--- src/rtl/bit_serial_adder_pkg.sv ---
// Shared types and helpers for the bit-serial adder: FSM state encoding and
// bit-counter width.
package bit_serial_adder_pkg;

  typedef enum logic [1:0] {
    ST_IDLE = 2'd0,
    ST_RUN  = 2'd1,
    ST_DONE = 2'd2
  } state_e;

  // Counter must index bits 0..width-1; a 1-bit operand still needs a 1-bit counter.
  function automatic int cnt_width(input int width);
    return (width > 1) ? $clog2(width) : 1;
  endfunction

endpackage

--- src/rtl/bit_serial_adder_fa_cell.sv ---
// One-bit combinational full adder; the only arithmetic in the serial datapath.
module fa_cell (
  input  logic a,
  input  logic b,
  input  logic cin,
  output logic sum,
  output logic cout
);

  assign sum  = a ^ b ^ cin;
  assign cout = (a & b) | (cin & (a ^ b));

endmodule

--- src/rtl/bit_serial_adder.sv ---
// Bit-serial WIDTH-bit adder, LSB first, one bit per clock, valid/ready on both sides.
// Define BIT_SERIAL_ADDER_OVF_EN to add the registered two's-complement overflow output ovf.
module bit_serial_adder
  import bit_serial_adder_pkg::*;
#(
  parameter int WIDTH = 8
) (
  input  logic             clk,
  input  logic             rst,
  input  logic             in_valid,
  output logic             in_ready,
  input  logic [WIDTH-1:0] a,
  input  logic [WIDTH-1:0] b,
  input  logic             cin,
  output logic             out_valid,
  input  logic             out_ready,
  output logic [WIDTH-1:0] sum,
  output logic             cout,
`ifdef BIT_SERIAL_ADDER_OVF_EN
  output logic             ovf,
`endif
  output logic             busy
);

  localparam int            CW       = cnt_width(WIDTH);
  localparam logic [CW-1:0] CNT_LAST = CW'(WIDTH - 1);

  state_e           state_q, state_d;
  logic [WIDTH-1:0] sa_q, sa_d;
  logic [WIDTH-1:0] sb_q, sb_d;
  logic [WIDTH-1:0] sum_q, sum_d;
  logic             carry_q, carry_d;
  logic             cout_q, cout_d;
  logic [CW-1:0]    cnt_q, cnt_d;
`ifdef BIT_SERIAL_ADDER_OVF_EN
  logic             ovf_q, ovf_d;
`endif

  logic fa_sum, fa_cout;

  fa_cell u_fa_cell (
    .a    (sa_q[0]),
    .b    (sb_q[0]),
    .cin  (carry_q),
    .sum  (fa_sum),
    .cout (fa_cout)
  );

  always_comb begin
    // NOTE: every signal gets a default before the case, so no branch can infer a latch.
    state_d = state_q;
    sa_d    = sa_q;
    sb_d    = sb_q;
    sum_d   = sum_q;
    carry_d = carry_q;
    cout_d  = cout_q;
    cnt_d   = cnt_q;
`ifdef BIT_SERIAL_ADDER_OVF_EN
    ovf_d   = ovf_q;
`endif

    unique case (state_q)
      ST_IDLE: begin
        if (in_valid) begin
          sa_d    = a;
          sb_d    = b;
          carry_d = cin;
          cnt_d   = '0;
          sum_d   = '0;
          state_d = ST_RUN;
        end
      end
      ST_RUN: begin
        // Shift-then-insert keeps this valid for WIDTH == 1.
        sum_d            = sum_q >> 1;
        sum_d[WIDTH-1]   = fa_sum;
        sa_d             = sa_q >> 1;
        sb_d             = sb_q >> 1;
        carry_d          = fa_cout;
        cnt_d            = cnt_q + CW'(1);
        if (cnt_q == CNT_LAST) begin
          cout_d  = fa_cout;
`ifdef BIT_SERIAL_ADDER_OVF_EN
          ovf_d   = carry_q ^ fa_cout;
`endif
          state_d = ST_DONE;
        end
      end
      ST_DONE: begin
        if (out_ready) state_d = ST_IDLE;
      end
      default: state_d = ST_IDLE;
    endcase
  end

  always_ff @(posedge clk) begin
    // NOTE: non-blocking assignments so every register samples pre-edge values.
    if (rst) begin
      // NOTE: datapath flops are reset as well; they are a few bits, not a memory array.
      state_q <= ST_IDLE;
      sa_q    <= '0;
      sb_q    <= '0;
      sum_q   <= '0;
      carry_q <= 1'b0;
      cout_q  <= 1'b0;
      cnt_q   <= '0;
`ifdef BIT_SERIAL_ADDER_OVF_EN
      ovf_q   <= 1'b0;
`endif
    end else begin
      state_q <= state_d;
      sa_q    <= sa_d;
      sb_q    <= sb_d;
      sum_q   <= sum_d;
      carry_q <= carry_d;
      cout_q  <= cout_d;
      cnt_q   <= cnt_d;
`ifdef BIT_SERIAL_ADDER_OVF_EN
      ovf_q   <= ovf_d;
`endif
    end
  end

  assign in_ready  = (state_q == ST_IDLE);
  assign out_valid = (state_q == ST_DONE);
  assign busy      = (state_q == ST_RUN) || (state_q == ST_DONE);
  assign sum       = sum_q;
  assign cout      = cout_q;
`ifdef BIT_SERIAL_ADDER_OVF_EN
  assign ovf       = ovf_q;
`endif

endmodule

--- config.mk ---
export PLATFORM = sky130hd
export DESIGN_NAME = bit_serial_adder
export DESIGN_NICKNAME = d
export VERILOG_FILES = /design/src/rtl/bit_serial_adder_pkg.sv /design/src/rtl/bit_serial_adder_fa_cell.sv /design/src/rtl/bit_serial_adder.sv
export SDC_FILE = /design/constraint.sdc
export NUM_CORES = 1
export LEC_CHECK = 0
export CORE_ASPECT_RATIO = 1.25
export CORE_MARGIN = 3
export CORE_UTILIZATION = 50
export DETAILED_ROUTE_END_ITERATION = 6
export GPL_TIMING_DRIVEN = 0
export PLACE_DENSITY = 0.88
export REMOVE_ABC_BUFFERS = 1
export SLEW_MARGIN = 20
export SYNTH_ARGS = -nofsm -noshare
export SYNTH_HDL_FRONTEND = slang
export SYNTH_SLANG_ARGS = --single-unit
--- constraint.sdc ---
create_clock -name clk -period 2 [get_ports clk]
set_input_delay 0.4 -clock clk [delete_from_list [all_inputs] [get_ports clk]]
set_output_delay 0.4 -clock clk [all_outputs]
set_load 0.05 [all_outputs]
==> impl_metrics.json, run 1 <==
{
  "powerDensity_mw_per_mm2": 1020,
  "synth-seq-cells": 31,
  "grt_pass1_vias": 1195,
  "die_area_mm2": 0.00375,
  "dpl_cell_area_mm2": 0.00179,
  "timing.final.crit_share_pct": 96.7,
  "vias": 1174,
  "clk_latency_ps": 330,
  "area_delta_synth_final_pct": 22.3,
  "clockBufferDepth": 2,
  "synth_edf_count": 0,
  "power.total_mw": 1.91,
  "r2r.worst_path.cells": 5,
  "finClkSkew_ps": 7.82,
  "core_area_mm2": 0.00279,
  "setup_tns_ps": 0,
  "die_h_um": 67.7,
  "rows": 21,
  "hold_depth": 2,
  "crit_path_cell_trace": "clkdlybuf4s50_1",
  "wirelength_um": 2880,
  "postCtsSetupBuffers": 0,
  "drt_iter0_drc": 38,
  "synth_top_area_share_pct": 40.7,
  "ant_nets": 0,
  "n_antenna_cell": 0,
  "die_x_um": 55.4,
  "synth.avg_cell_area_um2": 10.2,
  "crit_slowest_cell": "clkdlybuf4s50_1",
  "cts_root_buffer": "clkbuf_4",
  "grt_max_degree": 35,
  "regArea_um2": 621,
  "relSlewSlack_pct": 45.7,
  "routed_via_density": 5.62,
  "syn_area_mm2": 0.00152,
  "regToRegSetupSlack_ps": 170,
  "ys_types": 25,
  "irDropWorstVdd_mv": 0.677,
  "timing.setup.critical_path_class": "flip-flop to output pin",
  "drv_slew": 0,
  "remaining_drc_errors": 0,
  "synth_seq_area_share_pct": 40.7,
  "multiInputGateArea_um2": 795,
  "max_freq_ghz": 0.517,
  "grt_pass1_wl_um": 5090,
  "drive_gt1_share_pct": 16.6,
  "first_pass_iters": 4,
  "cts_max_level": 2,
  "synth_cells": 149,
  "synth_top_area_cell": "dfxtp_1",
  "nFillCells": 248,
  "start_kind": "flip-flop",
  "dp_hpwl_um": 1950,
  "finalCriticalPeriod_ps": 1930,
  "ys_async_sr_fraction_pct": 0,
  "max_cap_violations": 0,
  "numCtsBuffers": 5,
  "cts-hold-fix-buffers": 0,
  "grt_usage_pct": 17.1,
  "place.gp.congestion": 0.729,
  "cts_tree": "yes",
  "cts_num_sinks": 31,
  "tightest_slew_ps": 792,
  "cts.repair.resized": 8,
  "cp.arrival_ps": 1530,
  "crit_path_end_kind": "output pin",
  "rsz0062_at_grt": "no",
  "hold_viol_final": 0,
  "crit_family": "buffers and inverters",
  "synthFlopType": "dfxtp_1",
  "avgRoutedWirePerCell_um": 13.8,
  "grt_overflow": 0,
  "synth.most_common_cell": "dfxtp_1",
  "holdPathEnd": "cnt_q[0]",
  "finalSetupViolCount": 0,
  "r2r-end": "cnt_q[0]",
  "antenna_found_initial": 0,
  "design_area_mm2": 0.00186,
  "io_buffers": 32,
  "slowest_delay_ps": 820,
  "yosys-top-cells-area": "dfxtp_1, a211oi_2, mux2i_1",
  "crit_fanout": 3,
  "p_leak_nw": 0.694,
  "ys_warn_count": 0,
  "synth_common_cells": "dfxtp_1, nor2_1, mux2i_1",
  "initial_core_util_pct": 54.7,
  "io_pins": 33,
  "rr_startpoint": "state_q[1]",
  "clk_pin_slew_ps": 100,
  "nets": 201,
  "path_buf_inv": 1,
  "hp-class": "flip-flop to flip-flop",
  "hp-start": "cnt_q[0]",
  "required_ps": 1600,
  "status": "complete, no violations"
}
[metrics by stage]
step                      util [%]  hold slack [ps]  cells  worst slack, ps
after detailed placement      64.3              472    201             -102
final                         66.9              498    209             66.3
after global routing          66.9              544    209             3.83
after CTS                     66.8              486    209            -46.2
after global placement        64.4              452    201             -655
after floorplan                  -              438    135             -154
[routing by layer]
layer | global-route usage [%] | part of all wire [%] | up-vias
met5 | 0 | 0 | -
met1 | 19.0 | 43 | 552
li1 | - | - | 586
met3 | 5.54 | 5.3 | 5
met2 | 28.7 | 50 | 31
met4 | 10.6 | 2.1 | 0
[cells by family after synthesis]
kind of cell	Yosys count	share of synthesized area (%)
AOI/OAI and AO/OA	34	22.3
adders and majority gates	6	5.42
buffers and inverters	22	8.13
DFF	31	40.7
muxes	18	12.2
and+or+nand+nor	38	11.2
[power breakdown]
| group | leakage, nW | switching (mW) | internal [mW] |
|---|---|---|---|
| Combinational | 0.413 | 0.458 | 0.319 |
| Clock | 0.0272 | 0.222 | 0.134 |
| Sequential | 0.254 | 0.0580 | 0.718 |
| Total | 0.694 | 0.738 | 1.17 |
[registers in the layout, summed over array words and instances (netlist names)]
name and count:
sa_q 8, sum 8, cout 1, sb_q 8
carry_q 1, state_q 2, cnt_q 3
[layout make-up]
type | count | share of cell area (%)
Clock buffer | 5 | 2.01
Multi-Input combinational cell | 96 | 42.6
Tap cell | 34 | 2.28
Timing Repair Buffer | 32 | 17.1
Inverter | 8 | 1.61
Sequential cell | 31 | 33.3
Clock inverter | 3 | 1.07
[placed cells by master (no fill, tap or decap), types with 2 or more instances in the layout]
cell type,count
a211oi_2,15
a21oi_1,2
a31oi_1,2
a32oi_1,10
clkbuf_4,5
clkdlybuf4s15_2,2
clkdlybuf4s50_1,27
clkinvlp_4,2
dfxtp_1,31
ha_1,3
inv_1,8
mux2i_1,17
nand2b_1,5
nor2_1,25
nor2b_1,4
nor3_1,2
o32ai_1,2
[worst max path at each step]
stage,slack [ps],end,start,cells past startpoint
final,70,sum[1],sum[1],1
after global routing,4,sum[1],sum[1],1
after CTS,-50,in_ready,state_q[1],3
after detailed placement,-100,cnt_q[2],state_q[1],5
after global placement,-660,sum[3],state_q[1],5
after floorplan,-150,cnt_q[1],state_q[1],5
(Power assumes the default switching activity.)
==> run 2: changes to the inputs <==
- CORE_UTILIZATION: 50 -> 45
- CTS_CLUSTER_DIAMETER: not set -> 120
- PLACE_DENSITY: 0.88 -> 0.84
- clock period: 2 -> 1.7 ns (I/O delays scaled with it)
==> run 2 against run 1 <==
Compared with the run above:
- flip-flop and latch count stayed put
- wire length is 26% higher
- clock skew is 0.76 ps lower
- utilization is 5.3 points lower
- worst hold slack worse by 13 ps
- non-clock buffer count is 8 higher
- clock power is 64% higher
==> impl_metrics.json, run 2 (same netlist as run 1, synthesis figures left out) <==
{
  "status": "complete, no violations",
  "grt_usage_pct": 17.8,
  "switching_share_pct": 36.2,
  "power.total_mw": 2.63,
  "drive_gt1_share_pct": 21.9,
  "relSlewSlack_pct": 51.0,
  "nFillCells": 281,
  "finalCriticalPeriod_ps": 1610,
  "cts_tree": "yes",
  "dpl_cell_area_mm2": 0.00179,
  "setup_tns_ps": 0,
  "rows": 23,
  "clk_pin_slew_ps": 70,
  "clk_latency_ps": 280,
  "p_switching_uw": 951,
  "timing.setup.critical_path_class": "flip-flop to output pin",
  "comb_power_share_pct": 42.7,
  "start_kind": "flip-flop",
  "core_area_mm2": 0.00322,
  "die_h_um": 71.1,
  "clockBufferDepth": 2,
  "die_x_um": 58.1,
  "place.gp.congestion": 0.729,
  "finClkSkew_ps": 7.06,
  "grt_pass1_vias": 1292,
  "rsz0062_at_grt": "no",
  "drt_iter0_drc": 26,
  "hp-class": "flip-flop to flip-flop",
  "grt_overflow": 0,
  "fin_util_pct": 61.6,
  "initial_core_util_pct": 47.3,
  "cts_max_level": 2,
  "crit_path_end_kind": "output pin",
  "design_area_mm2": 0.00199,
  "ant_nets": 0,
  "layoutNonFillerInstCount": 220,
  "dp_hpwl_um": 2240,
  "cts_root_buffer": "clkbuf_8",
  "n_antenna_cell": 0,
  "die_area_mm2": 0.00413,
  "grt_max_degree": 36,
  "power.internal_mw": 1.67,
  "regArea_um2": 621,
  "drv_slew": 0,
  "timing.final.crit_share_pct": 94.6,
  "cts-hold-fix-buffers": 0,
  "remaining_drc_errors": 0,
  "avgRoutedWirePerCell_um": 16.5,
  "io_pins": 33,
  "post-place-cells": 204,
  "final_common_cell": "dfxtp_1",
  "wirelength_um": 3630,
  "antenna_found_initial": 0,
  "numCtsBuffers": 5,
  "clkPwrFrac_pct": 22.2,
  "max_freq_ghz": 0.622,
  "first_pass_iters": 4,
  "finalSetupViolCount": 0,
  "grt_pass1_wl_um": 5720,
  "multiInputGateArea_um2": 832,
  "cts_num_sinks": 31,
  "p_leak_nw": 0.792,
  "hold_viol_final": 0,
  "nets": 210,
  "powerDensity_mw_per_mm2": 1320,
  "p_seq_share_pct": 35.1,
  "layout_common_cells": "dfxtp_1, nor2_1, clkdlybuf4s50_1",
  "tightest_slew_ps": 735,
  "cp.arrival_ps": 1270,
  "crit_fanout": 3,
  "required_ps": 1360,
  "vias": 1264,
  "irDropWorstVdd_mv": 0.970,
  "io_buffers": 32,
  "routed_via_density": 5.75,
  "max_cap_violations": 0,
  "area_delta_synth_final_pct": 30.4
}
[run 2: power by group through the flow]
stage	logic, mW	registers, mW	clock network [mW]
2_1_floorplan	0.685	0.925	0
3_3_place_gp	0.868	0.920	0
3_5_place_dp	0.908	0.930	0
4_1_cts	0.977	0.921	0.588
5_1_grt	1.20	0.937	0.624
6_report	1.12	0.922	0.583
[run 2: stage by stage]
stage	worst slack [ps]	hold WS, ps
2_1_floorplan	-454	405
3_3_place_gp	-944	451
5_1_grt	25.7	502
4_1_cts	-21.0	490
3_5_place_dp	-442	479
6_report	91.6	485
[run 2: path summary, 6_finish.rpt]
kind                                 start        to  slack [ps]  cells past startpoint
worst max register to register  state_q[0]  cnt_q[1]         160                      5
worst min-delay path              cnt_q[0]  cnt_q[0]         480                      2
worst min register to register    cnt_q[0]  cnt_q[0]         480                      2
worst max-delay path            state_q[0]      busy          90                      3
[run 2: critical path, stage by stage (launching register included)]
cell	delay [ps]
dfxtp_1	390
inv_1	110
ha_4	270
clkbuf_4	210
[run 2: layout make-up]
type,count,share of cell area (%)
Multi-Input combinational cell,97,41.9
Sequential cell,31,31.2
Timing Repair Buffer,40,18.6
Clock buffer,6,4.16
Tap cell,37,2.33
Inverter,8,1.51
Clock inverter,1,0.252
[run 2: repair_timing]
action	in CTS	in global routing
resized for setup	28	5
gates cloned	1	0
pin swaps	0	2
setup buffers	0	8
setup endpoints to repair	39	25
[run 2: routing by layer]
layer / wire [µm] / vias up / track usage (%)
met4: 105 / 0 / 7.99
li1: - / 603 / -
met3: 123 / 15 / 4.01
met5: 0 / - / 0
met1: 1470 / 612 / 20.7
met2: 1940 / 34 / 30.7
==> run 3: changes to the inputs <==
- ABC_CLOCK_PERIOD_IN_PS: not set -> 2000
- CORE_UTILIZATION: 45 -> 52
- PLACE_DENSITY: 0.84 -> 0.79
- clock period: 1.7 -> 2 ns (I/O delays scaled with it)
==> run 3 against run 2 <==
Compared with the run above:
- first-iteration DRC count up 69%
- sequential power down 16%
- non-clock buffer count down 8
- register-to-register slack better by 50 ps
- critical endpoint is now sum[2]
==> impl_metrics.json, run 3 (same netlist as run 1, synthesis figures left out) <==
{
  "grt_max_degree": 35,
  "layout_common_cells": "dfxtp_1, clkdlybuf4s50_1, nor2_1",
  "clockBufferDepth": 2,
  "crit_family": "buffers and inverters",
  "rsz0062_at_grt": "no",
  "place.gp.congestion": 0.686,
  "io_pins": 33,
  "wirelength_um": 2820,
  "remaining_drc_errors": 0,
  "p_leak_nw": 0.681,
  "irDropWorstVdd_mv": 0.710,
  "initial_core_util_pct": 55.8,
  "grt_pass1_vias": 1162,
  "timing.final.crit_share_pct": 96.5,
  "grt_pass1_wl_um": 4850,
  "drt_iter0_drc": 44,
  "max_freq_ghz": 0.518,
  "final_common_cell": "dfxtp_1",
  "cts_tree": "yes",
  "routed_via_density": 5.58,
  "grt_usage_pct": 18.6,
  "clk_pin_slew_ps": 90,
  "powerDensity_mw_per_mm2": 1050,
  "ant_nets": 0,
  "finClkSkew_ps": 5.25,
  "required_ps": 1600,
  "grt_overflow": 0,
  "status": "complete, no violations",
  "finalSetupViolCount": 0,
  "io_buffers": 32,
  "hp-class": "flip-flop to flip-flop",
  "die_h_um": 66.5,
  "avgRoutedWirePerCell_um": 13.5,
  "slowest_delay_ps": 830,
  "cts_max_level": 2,
  "crit_path_cell_trace": "clkdlybuf4s50_1",
  "tightest_slew_ps": 727,
  "max_cap_violations": 0,
  "hold_viol_final": 0,
  "drv_slew": 0,
  "numCtsBuffers": 5,
  "dp_hpwl_um": 1900,
  "vias": 1167,
  "core_area_mm2": 0.00273,
  "cts_num_sinks": 31,
  "crit_path_end_kind": "output pin",
  "path_buf_inv": 1,
  "first_pass_iters": 4,
  "clk_latency_ps": 320,
  "power.total_mw": 1.95,
  "rows": 21,
  "cts_root_buffer": "clkbuf_4",
  "crit_fanout": 3,
  "die_area_mm2": 0.00362,
  "timing.setup.critical_path_class": "flip-flop to output pin",
  "n_antenna_cell": 0,
  "drive_gt1_share_pct": 16.6,
  "finalCriticalPeriod_ps": 1930,
  "relSlewSlack_pct": 51.5,
  "fin_util_pct": 68.2,
  "start_kind": "flip-flop",
  "area_delta_synth_final_pct": 22.3,
  "antenna_found_initial": 0,
  "cp.arrival_ps": 1530,
  "nets": 201,
  "timing.hold.ws_ps": 494,
  "crit_slowest_cell": "clkdlybuf4s50_1",
  "die_x_um": 54.4,
  "cts-hold-fix-buffers": 0
}
## run 3: worst paths after layout
check | start | endpoint | slack [ps] | depth (start not counted)
min | cnt_q[0] | cnt_q[0] | 490 | 2
max reg2reg | state_q[1] | sb_q[2] | 210 | 5
max | sum[2] | sum[2] | 70 | 1
min reg2reg | cnt_q[0] | cnt_q[0] | 490 | 2
## run 3: power breakdown
group | switching [mW] | internal [mW]
registers | 0.0582 | 0.718
logic | 0.455 | 0.312
clock network | 0.200 | 0.207
total | 0.713 | 1.24
## run 3: layer usage
| metal | GRT usage, % | wire, µm | vias up |
|---|---|---|---|
| met5 | 0 | 0 | - |
| met4 | 10.3 | 57 | 0 |
| met3 | 6.04 | 179 | 5 |
| met2 | 29.0 | 1400 | 35 |
| met1 | 21.9 | 1180 | 544 |
| li1 | - | - | 583 |
## run 3: cell type report
type                    count  area, µm²
inverters                   8       30.0
multi-input cells          96        798
clock buffers               8       68.8
repair buffers             32        304
fillers                   240        868
flip-flops and latches     31        621
well taps                  34       42.5
## run 3: stage by stage
stage               area [µm²]  instances  worst slack, ps  TNS [ps]
global route              1860        209             11.2         0
detailed placement        1790        201             -123     -1900
global placement          1790        201             -732    -16860
CTS                       1870        209            -39.5     -47.7
finish                    1860        209             69.2         0
floorplan                 1430        135             -154     -3740
## run 3: timing repair
action                                  4_1_cts  5_1_grt
pin swaps                                     0        0
gates cloned                                  0        0
resized for setup                             7        5
hold endpoints to repair                      0        0
endpoints found under the setup margin       29       13
setup buffers                                 0        0
